===== src/rtl/snake_pkg.sv =====
// -----------------------------------------------------------------------------
// snake_pkg
//   Shared definitions for the snake game blocks.
//   - dir_t        : 2-bit direction (0 up, 1 right, 2 down, 3 left)
//   - DIR_*        : direction constants
//   - dir_opposite : returns the reverse direction (flip bit 1)
// -----------------------------------------------------------------------------
package snake_pkg;

    typedef logic [1:0] dir_t;

    localparam dir_t DIR_UP    = 2'd0;
    localparam dir_t DIR_RIGHT = 2'd1;
    localparam dir_t DIR_DOWN  = 2'd2;
    localparam dir_t DIR_LEFT  = 2'd3;

    function automatic dir_t dir_opposite(input dir_t d);
        return d ^ 2'd2;
    endfunction

endpackage


===== src/rtl/dir_queue_if.sv =====
// -----------------------------------------------------------------------------
// dir_queue_if
//   Command bus between key_control / snake_field and dir_queue.
//   master (key_control side): drives start, dir_in, dir_valid, step;
//                              observes snake_dir, count, full, drop.
//   slave  (dir_queue side)  : the reverse.
//   Parameter DEPTH sizes the count field ($clog2(DEPTH)+1 bits).
// -----------------------------------------------------------------------------
interface dir_queue_if #(
    parameter int unsigned DEPTH = 4
);
    import snake_pkg::*;

    localparam int unsigned CW = $clog2(DEPTH) + 1;

    logic          start;
    dir_t          dir_in;
    logic          dir_valid;
    logic          step;
    dir_t          snake_dir;
    logic [CW-1:0] count;
    logic          full;
    logic          drop;

    modport master (
        output start, dir_in, dir_valid, step,
        input  snake_dir, count, full, drop
    );

    modport slave (
        input  start, dir_in, dir_valid, step,
        output snake_dir, count, full, drop
    );

endinterface


===== src/rtl/dir_fifo.sv =====
// -----------------------------------------------------------------------------
// dir_fifo
//   Generic synchronous FIFO, asynchronous active-low reset.
//   Ports:
//     clk, rst      : clock, async active-low reset
//     clear         : synchronous flush (pointers and count to 0)
//     push, din     : write din at the tail (caller guarantees room)
//     pop           : remove head (caller guarantees non-empty)
//     head, tail    : oldest and newest stored entries
//     count, full   : registered occupancy and count==DEPTH flag
// -----------------------------------------------------------------------------
module dir_fifo #(
    parameter int unsigned DEPTH = 4,
    parameter int unsigned WIDTH = 2
) (
    input  logic                       clk,
    input  logic                       rst,
    input  logic                       clear,
    input  logic                       push,
    input  logic [WIDTH-1:0]           din,
    input  logic                       pop,
    output logic [WIDTH-1:0]           head,
    output logic [WIDTH-1:0]           tail,
    output logic [$clog2(DEPTH):0]     count,
    output logic                       full
);

    localparam int unsigned AW = $clog2(DEPTH);
    localparam int unsigned CW = AW + 1;

    logic [WIDTH-1:0] mem [DEPTH];
    logic [AW-1:0]    wr_ptr;
    logic [AW-1:0]    rd_ptr;
    logic [CW-1:0]    count_next;

    always_comb begin
        count_next = count;
        if (clear) begin
            count_next = '0;
        end else begin
            case ({push, pop})
                2'b10:   count_next = count + CW'(1);
                2'b01:   count_next = count - CW'(1);
                default: count_next = count;
            endcase
        end
    end

    always_ff @(posedge clk or negedge rst) begin
        if (!rst) begin
            wr_ptr <= '0;
            rd_ptr <= '0;
            count  <= '0;
            full   <= 1'b0;
            for (int unsigned i = 0; i < DEPTH; i++) begin
                mem[i] <= '0;
            end
        end else begin
            count <= count_next;
            full  <= (count_next == CW'(DEPTH));
            if (clear) begin
                wr_ptr <= '0;
                rd_ptr <= '0;
            end else begin
                if (push) begin
                    mem[wr_ptr] <= din;
                    wr_ptr      <= wr_ptr + AW'(1);
                end
                if (pop) begin
                    rd_ptr <= rd_ptr + AW'(1);
                end
            end
        end
    end

    assign head = mem[rd_ptr];
    // Newest entry sits just behind the write pointer; wraps naturally.
    assign tail = mem[wr_ptr - AW'(1)];

endmodule


===== src/rtl/dir_queue.sv =====
// -----------------------------------------------------------------------------
// dir_queue
//   Direction command buffer between key_control and snake_field. Queues up
//   to DEPTH turn requests and commits one per game step into snake_dir.
//   Ports:
//     clk  : system clock
//     rst  : asynchronous active-low reset
//     bus  : dir_queue_if.slave (start, dir_in, dir_valid, step in;
//            snake_dir, count, full, drop out; all outputs registered)
//   Parameters: DEPTH (power of two, >=2), INIT_DIR (direction after
//   reset/start).
//   Build option: define DIR_QUEUE_FILTER_EN to reject no-op and reversing
//   requests; without it every request is queued and only a full queue
//   causes drop (debug build).
// -----------------------------------------------------------------------------
module dir_queue
    import snake_pkg::*;
#(
    parameter int unsigned DEPTH    = 4,
    parameter dir_t        INIT_DIR = DIR_RIGHT
) (
    input  logic       clk,
    input  logic       rst,
    dir_queue_if.slave bus
);

`ifdef DIR_QUEUE_FILTER_EN
    localparam bit FILTER_ON = 1'b1;
`else
    localparam bit FILTER_ON = 1'b0;
`endif

    localparam int unsigned CW = $clog2(DEPTH) + 1;

    dir_t          head;
    dir_t          tail;
    logic [CW-1:0] count;
    logic          full;
    dir_t          snake_dir_q;
    logic          drop_q;

    dir_t ref_dir;
    logic pop;
    logic push;
    logic reject_filter;
    logic reject_full;
    logic reject;

    always_comb begin
        // Reference is the last thing the snake will be heading, taken from
        // pre-edge state even when a pop happens in the same cycle.
        ref_dir       = (count != '0) ? tail : snake_dir_q;
        pop           = bus.step && (count != '0) && !bus.start;
        reject_filter = FILTER_ON &&
                        ((bus.dir_in == ref_dir) ||
                         (bus.dir_in == dir_opposite(ref_dir)));
        // A same-cycle pop frees a slot, so a full queue still accepts.
        reject_full   = full && !pop;
        reject        = reject_filter || reject_full;
        push          = bus.dir_valid && !bus.start && !reject;
    end

    dir_fifo #(
        .DEPTH (DEPTH),
        .WIDTH (2)
    ) u_fifo (
        .clk   (clk),
        .rst   (rst),
        .clear (bus.start),
        .push  (push),
        .din   (bus.dir_in),
        .pop   (pop),
        .head  (head),
        .tail  (tail),
        .count (count),
        .full  (full)
    );

    always_ff @(posedge clk or negedge rst) begin
        if (!rst) begin
            snake_dir_q <= INIT_DIR;
            drop_q      <= 1'b0;
        end else if (bus.start) begin
            snake_dir_q <= INIT_DIR;
            drop_q      <= 1'b0;
        end else begin
            if (pop) begin
                snake_dir_q <= head;
            end
            drop_q <= bus.dir_valid && reject;
        end
    end

    assign bus.snake_dir = snake_dir_q;
    assign bus.count     = count;
    assign bus.full      = full;
    assign bus.drop      = drop_q;

endmodule


===== src/flat_wrapper.sv =====
// flat-port wrapper written by rule: the top's interface ports become plain ports
module dir_queue_flat import snake_pkg::*;
#(
    parameter int unsigned DEPTH    = 4,
    parameter dir_t        INIT_DIR = DIR_RIGHT
)
  (clk, rst, bus_start, bus_dir_in, bus_dir_valid, bus_step, bus_snake_dir, bus_count, bus_full, bus_drop);
  dir_queue_if #(.DEPTH(DEPTH)) bus_i ();
  input  logic clk;
  input  logic rst;
  input wire logic [$bits(bus_i.start)-1:0] bus_start;
  input wire logic [$bits(bus_i.dir_in)-1:0] bus_dir_in;
  input wire logic [$bits(bus_i.dir_valid)-1:0] bus_dir_valid;
  input wire logic [$bits(bus_i.step)-1:0] bus_step;
  output wire logic [$bits(bus_i.snake_dir)-1:0] bus_snake_dir;
  output wire logic [$bits(bus_i.count)-1:0] bus_count;
  output wire logic [$bits(bus_i.full)-1:0] bus_full;
  output wire logic [$bits(bus_i.drop)-1:0] bus_drop;
  assign bus_i.start = bus_start;
  assign bus_i.dir_in = bus_dir_in;
  assign bus_i.dir_valid = bus_dir_valid;
  assign bus_i.step = bus_step;
  assign bus_snake_dir = bus_i.snake_dir;
  assign bus_count = bus_i.count;
  assign bus_full = bus_i.full;
  assign bus_drop = bus_i.drop;
  dir_queue #(.DEPTH(DEPTH), .INIT_DIR(INIT_DIR)) u_core (.clk(clk), .rst(rst), .bus(bus_i));
endmodule

===== config.mk =====
export PLATFORM = sky130hd
export DESIGN_NAME = dir_queue_flat
export DESIGN_NICKNAME = d
export VERILOG_FILES = /design/src/rtl/snake_pkg.sv /design/src/rtl/dir_queue_if.sv /design/src/rtl/dir_fifo.sv /design/src/rtl/dir_queue.sv /design/src/flat_wrapper.sv
export SDC_FILE = /design/constraint.sdc
export NUM_CORES = 1
export LEC_CHECK = 0
export ABC_CLOCK_PERIOD_IN_PS = 2920
export BUFFER_PORTS_ARGS = -buffer_cell sky130_fd_sc_hd__buf_4
export CORE_MARGIN = 5
export CORE_UTILIZATION = 50
export CTS_BUF_LIST = sky130_fd_sc_hd__clkbuf_8
export DETAILED_ROUTE_END_ITERATION = 10
export PLACE_DENSITY = 0.75
export RECOVER_POWER = 50
export REMOVE_ABC_BUFFERS = 1
export SLEW_MARGIN = 20
export SYNTH_ARGS = -nofsm -noshare
export SYNTH_HDL_FRONTEND = slang
export SYNTH_SLANG_ARGS = --single-unit

===== constraint.sdc =====
create_clock -name clk -period 2.92 [get_ports clk]
set_clock_uncertainty 0.05 [all_clocks]
set_input_delay 0.146 -clock clk [delete_from_list [all_inputs] [get_ports clk]]
set_output_delay 0.146 -clock clk [all_outputs]
set_load 0.01 [all_outputs]

== Word level (Yosys, flattened, before mapping) ==
Cells that the tools add are included.

* Bits in registers: 19
* Bits of input ports: 7
* Output and inout port bits: 7
* Word-level logic and storage cells: 52

* Add/sub/neg operators: 4
* $lt $le $gt $ge: 3
* Equal/unequal tests: 3
* Muxes and demuxes: 15
* Bitwise logic cells: 3
* Reductions and logical operators: 14

{| class="wikitable"
|+ Operators by type and width
! cell !! number
|-
| $mux 2 || 9
|-
| $bwmux 8 || 1
|-
| $logic_and 1x1->1 || 7
|-
| $ge 3x3->1 const B || 2
|-
| $not 2->3 || 2
|-
| $pmux 3 s2 || 1
|-
| $add 2x1->2 const B || 2
|-
| $bmux 2 s2 || 1
|-
| $demux 2 s2 || 1
|-
| $reduce_bool 2->1 || 2
|-
| $add 3x1->3 const B || 1
|-
| $eq 3x3->1 const B || 1
|-
| $logic_not 1->1 || 3
|-
| $lt 3x1->1 const B || 1
|-
| $mux 3 || 1
|-
| $reduce_bool 3->1 || 1
|-
| $sub 3x1->3 const B || 1
|-
| $eq 2x1->1 const B || 1
|-
| $eq 2x2->1 const B || 1
|-
| $reduce_and 2->1 || 1
|-
| $mux 1 || 1
|-
| $not 1->1 || 1
|}

== Longest topological paths before layout ==
* Word-level depth: 11
* Mapped depth: 9
* Depth with buffers taken out: 8

== By module ==
From an unflattened synthesis, not the netlist that was laid out.

* Cell total of the unflattened synthesis: 79
* Area, all modules: 1001.0 um2

{| class="wikitable"
|+ Modules (own cells, without submodules)
! module !! instances !! cells each !! area an instance (um2) !! sequential area each (um2)
|-
| dir_fifo || 1 || 64 || 840.8 || 400.4
|-
| dir_queue || 1 || 15 || 160.2 || 76.3
|}

== Worst setup path after synthesis ==
No wires, ideal clock.

* Kind: flip-flop to flip-flop
* Start: reg u_core.u_fifo.count[1]
* End: reg u_core.u_fifo.full
* Library setup time: 0.125 ns
* Arrival: 2.455 ns
* Required time: 2.745 ns
* Path slack: 0.290 ns
* Cell stages (with the launch flop): 9
* Buffers on the path: 1
* Clock period less this slack: 2.630 ns
* Cells stage by stage: dfrtp_1 > o31ai_2 > buf_6 > nor2_1 > ha_1 > fa_1 > xnor2_1 > or3_1 > a2111oi_0

* Word-level cells in the longest chain between the ends: 11
* Elaborated cells between the ends (all ways): 14
* Classes of those cells: 2 x add/sub; 3 x eq/ne; 2 x mux; 7 x reduce/logical

{| class="wikitable"
|+ Ends and longest elaborated chain
! item !! RTL line !! text
|-
| start: declaration || dir_fifo.sv:24 || <nowiki>output logic [$clog2(DEPTH):0] count,</nowiki>
|-
| start signal: assignment || dir_fifo.sv:59 || <nowiki>count <= count_next;</nowiki>
|-
| $reduce_bool 3->1 || dir_queue.sv:53 || <nowiki>pop = bus.step && (count != '0) && !bus.start;</nowiki>
|-
| $logic_and 1x1->1 (2 in a row) || dir_queue.sv:53 ||
|-
| $logic_not 1->1 || dir_queue.sv:58 || <nowiki>reject_full = full && !pop;</nowiki>
|-
| $logic_and 1x1->1 || dir_queue.sv:58 ||
|-
| $logic_not 1->1 || dir_queue.sv:60 || <nowiki>push = bus.dir_valid && !bus.start && !reject;</nowiki>
|-
| $logic_and 1x1->1 || dir_queue.sv:60 ||
|-
| $eq 2x1->1 / $eq 2x2->1 (equally long branches) || dir_fifo.sv:41 || <nowiki>case ({push, pop})</nowiki>
|-
| $pmux 3 s2 * || dir_fifo.sv:41 ||
|-
| $mux 3 * || dir_fifo.sv:38 || <nowiki>if (clear) begin</nowiki>
|-
| $eq 3x3->1 * || dir_fifo.sv:60 || <nowiki>full <= (count_next == CW'(DEPTH));</nowiki>
|-
| end signal: assignment || dir_fifo.sv:60 ||
|-
| end: declaration || dir_fifo.sv:25 || <nowiki>output logic full</nowiki>
|}

Mark *: on every way between the ends. The rest lies on a longest branch, timed or not.
A chain may end at the register's enable or synchronous reset.

== Worst setup path after layout ==
* Start: reg u_core.u_fifo.count[0]
* End: reg u_core.u_fifo.full

The elaborated chain is that of the path after synthesis.

==> flow_metrics.py <==
metrics = {
    "outcome": {
        "status": "complete, no violations",
    },
    "synth": {
        "synthDominantCellAreaShare": 0.426,
        "yosys_warnings": 0,
        "ys_ff_latch": 19,
        "postSynthAreaPerCell_um2": 12.9,
        "yosysUniqueCellTypes": 30,
        "synthTopCellsByArea": "dfrtp_1 (43%), mux2_1 (9.6%), a2111oi_4 (7.8%), ha_1 (5.9%), mux4_2 (4.3%)",
        "yosysTopAreaCell": "dfrtp_1",
        "yosysSeqAreaShare": 0.451,
        "netlist_instances": 82,
        "netlist_area_um2": 1060,
    },
    "worst_setup_path": {
        "r2r-start": "u_core.u_fifo.count[0]",
        "cp_max_fo": 6,
        "crit_path_start_kind": "flip-flop",
        "startpoint": "u_core.u_fifo.count[0]",
        "cp.arrival_ns": 2.67,
        "required_ns": 3.00,
        "critPathKind": "reg2reg",
        "end_kind": "flip-flop",
    },
    "timing": {
        "relSlewSlack": 0.327,
        "setup-violations-final": 0,
        "fin_crit_sh": 0.885,
        "fmax_mhz": 387,
        "period_needed_ns": 2.58,
        "grt_setup_unrepaired": "no",
        "finalMaxSlewViolations": 0,
        "fin_hold_ws_ns": 0.0836,
        "hold_viol_final": 0,
        "worst_slew_pin_slew_ns": 1.01,
        "fin_setup_tns_ns": 0,
    },
    "final_layout": {
        "final_cells": 126,
        "antenna-diode-count": 0,
        "fillCellCount": 159,
        "design_area_um2": 1220,
        "syn_to_final_growth_pct": 15.7,
        "final_util": 0.617,
        "nets": 113,
        "drive_gt1_frac": 0.222,
    },
    "placed_design": {
        "dp_hpwl_um": 1440,
        "gp_congestion": 0.739,
        "portBuffers": 13,
        "dpl_cell_area_um2": 1180,
        "dp_cells": 121,
    },
    "floorplanning": {
        "die_x_um": 56.0,
        "top_level_ports": 14,
        "rows": 16,
        "core_area_um2": 1980,
        "start_util": 0.533,
        "dieArea_um2": 3130,
        "die_h_um": 56.0,
    },
    "detailed_routing": {
        "drc": 0,
        "first_pass_iters": 4,
        "wl_per_cell_um": 14.7,
        "routed_via_density": 5.34,
        "vias": 673,
        "wirelength_um": 1850,
        "drt_iter0_markers": 16,
        "ant_nets": 0,
    },
    "power": {
        "power_density_nw_per_um2": 566,
        "ir_worst_vdd_v": 0.000431,
        "p_leak_uw": 0.000536,
    },
    "worst_hold_path": {
        "hp-start": "bus_dir_in[1]",
        "min_path_type": "in2reg",
    },
    "grt": {
        "track_usage": 0.128,
        "grt_pass1_wl_um": 3220,
        "antenna_found_initial": 0,
        "grt_max_degree": 22,
        "grt_pass1_vias": 709,
        "grt-ovfl-total": 0,
    },
    "cts": {
        "clkTransAtPathRegs_ns": 0.07,
        "ctsRootBufferMaster": "clkbuf_8",
        "cts_tree": "built",
        "cts_resized": 0,
        "clock_latency_ns": 0.25,
        "htreeDepth": 1,
        "numCtsBuffers": 3,
        "cts.sinks": 19,
        "cts_max_path_buffers": 2,
    },
    "flow_run": {
        "drv_cap": 0,
    },
}
## repair_timing
action                    CTS  global route
buffers inserted            0             0
hold buffers                1             0
hold endpoints to repair   19             0
## power breakdown
group / total (µW) / switching [µW] / internal (µW) / leakage [µW]
clock: 174 / 81.1 / 93.2 / 0.0000269
combinational: 165 / 80.1 / 85.4 / 0.000264
sequential: 353 / 36.2 / 317 / 0.000245
total: 693 / 197 / 495 / 0.000536
## metal layers
layer / global-route usage / wire length [µm] / vias up
li1: - / - / 330
met1: 0.150 / 838 / 329
met2: 0.224 / 905 / 14
met3: 0.0371 / 110 / 0
met4: 0.0407 / 0 / 0
met5: 0 / 0 / -
## cell usage after synthesis (all sizes together)
cell type,count
nand2b,1
dfstp,1
clkbuf,1
o21ai,3
xnor2,1
ha,5
mux4,2
a2111o,1
inv,9
a2111oi,5
xor2,3
fa,1
nor4b,1
dfrtp,18
a211oi,1
buf,2
nand3b,1
nor2,8
mux2,9
mux2i,2
or3,1
o311ai,1
a21oi,2
nor3,1
o31ai,2
## registers in the layout, summed over array words and instances (netlist names)
signal / count
u_core.u_fifo.full: 1
u_core.u_fifo.wr_ptr: 2
u_core.bus.snake_dir: 2
u_core.u_fifo.count: 3
u_core.bus.drop: 1
u_core.u_fifo.rd_ptr: 2
u_core.u_fifo.mem: 8
## worst max-delay path, stage by stage (launching register included)
cell       delay, ns
dfrtp_1         0.47
o31ai_2         0.39
nor2_1          0.09
ha_1            0.25
fa_1            0.38
xnor2_1         0.14
or3_1           0.32
a2111oi_0       0.37
## area by class of cell
type / instances / area, µm² / area share
multi-input combinational: 51 / 527 / 0.430
sequential: 19 / 477 / 0.390
timing repair buffer: 16 / 108 / 0.0879
clock buffer: 3 / 41.3 / 0.0337
inverter: 9 / 33.8 / 0.0276
tap: 27 / 33.8 / 0.0276
clock inverter: 1 / 3.75 / 0.00307
## layout by cell type, fill, tap and decap left out, types with 2 or more instances in the layout
master | netlist | final
clkbuf_8 | 0 | 3
xor2_1 | 3 | 3
clkbuf_1 | 1 | 4
inv_1 | 9 | 10
mux2_1 | 9 | 9
ha_1 | 5 | 5
a2111oi_4 | 3 | 3
buf_4 | 0 | 11
a21oi_1 | 2 | 2
o21ai_0 | 2 | 2
dfrtp_1 | 18 | 18
mux2i_1 | 2 | 2
nor2_1 | 8 | 8
mux4_2 | 2 | 2
## logic make-up (layout without fill, tap and decap cells)
family,count (synthesis),in the layout,share of synthesized area
mux,13,13,0.157
flops,19,19,0.451
compound gates,15,15,0.169
fa+ha+maj,6,6,0.0781
xor+xnor,4,4,0.0331
simple gates,13,13,0.0604
buf+inv,12,29,0.0509
## through the flow
step	setup slack, ns	power [µW]
2_1_floorplan	-0.113	463
3_3_place_gp	0.391	518
3_5_place_dp	0.330	528
4_1_cts	0.315	706
5_1_grt	0.135	736
6_report	0.336	693
## worst paths after layout
check / slack, ns / cells after the start / to
min reg2reg: 0.44 / 1 / u_core.u_fifo.mem[7]
max: 0.34 / 7 / u_core.u_fifo.full
min: 0.08 / 2 / u_core.u_fifo.mem[1]
max in group asynchronous: 1.68 / 2 / u_core.u_fifo.mem[6]
min in group asynchronous: 0.53 / 2 / u_core.bus.snake_dir[1]
max reg2reg: 0.34 / 7 / u_core.u_fifo.full
Power figures use the tool's default switching activity.
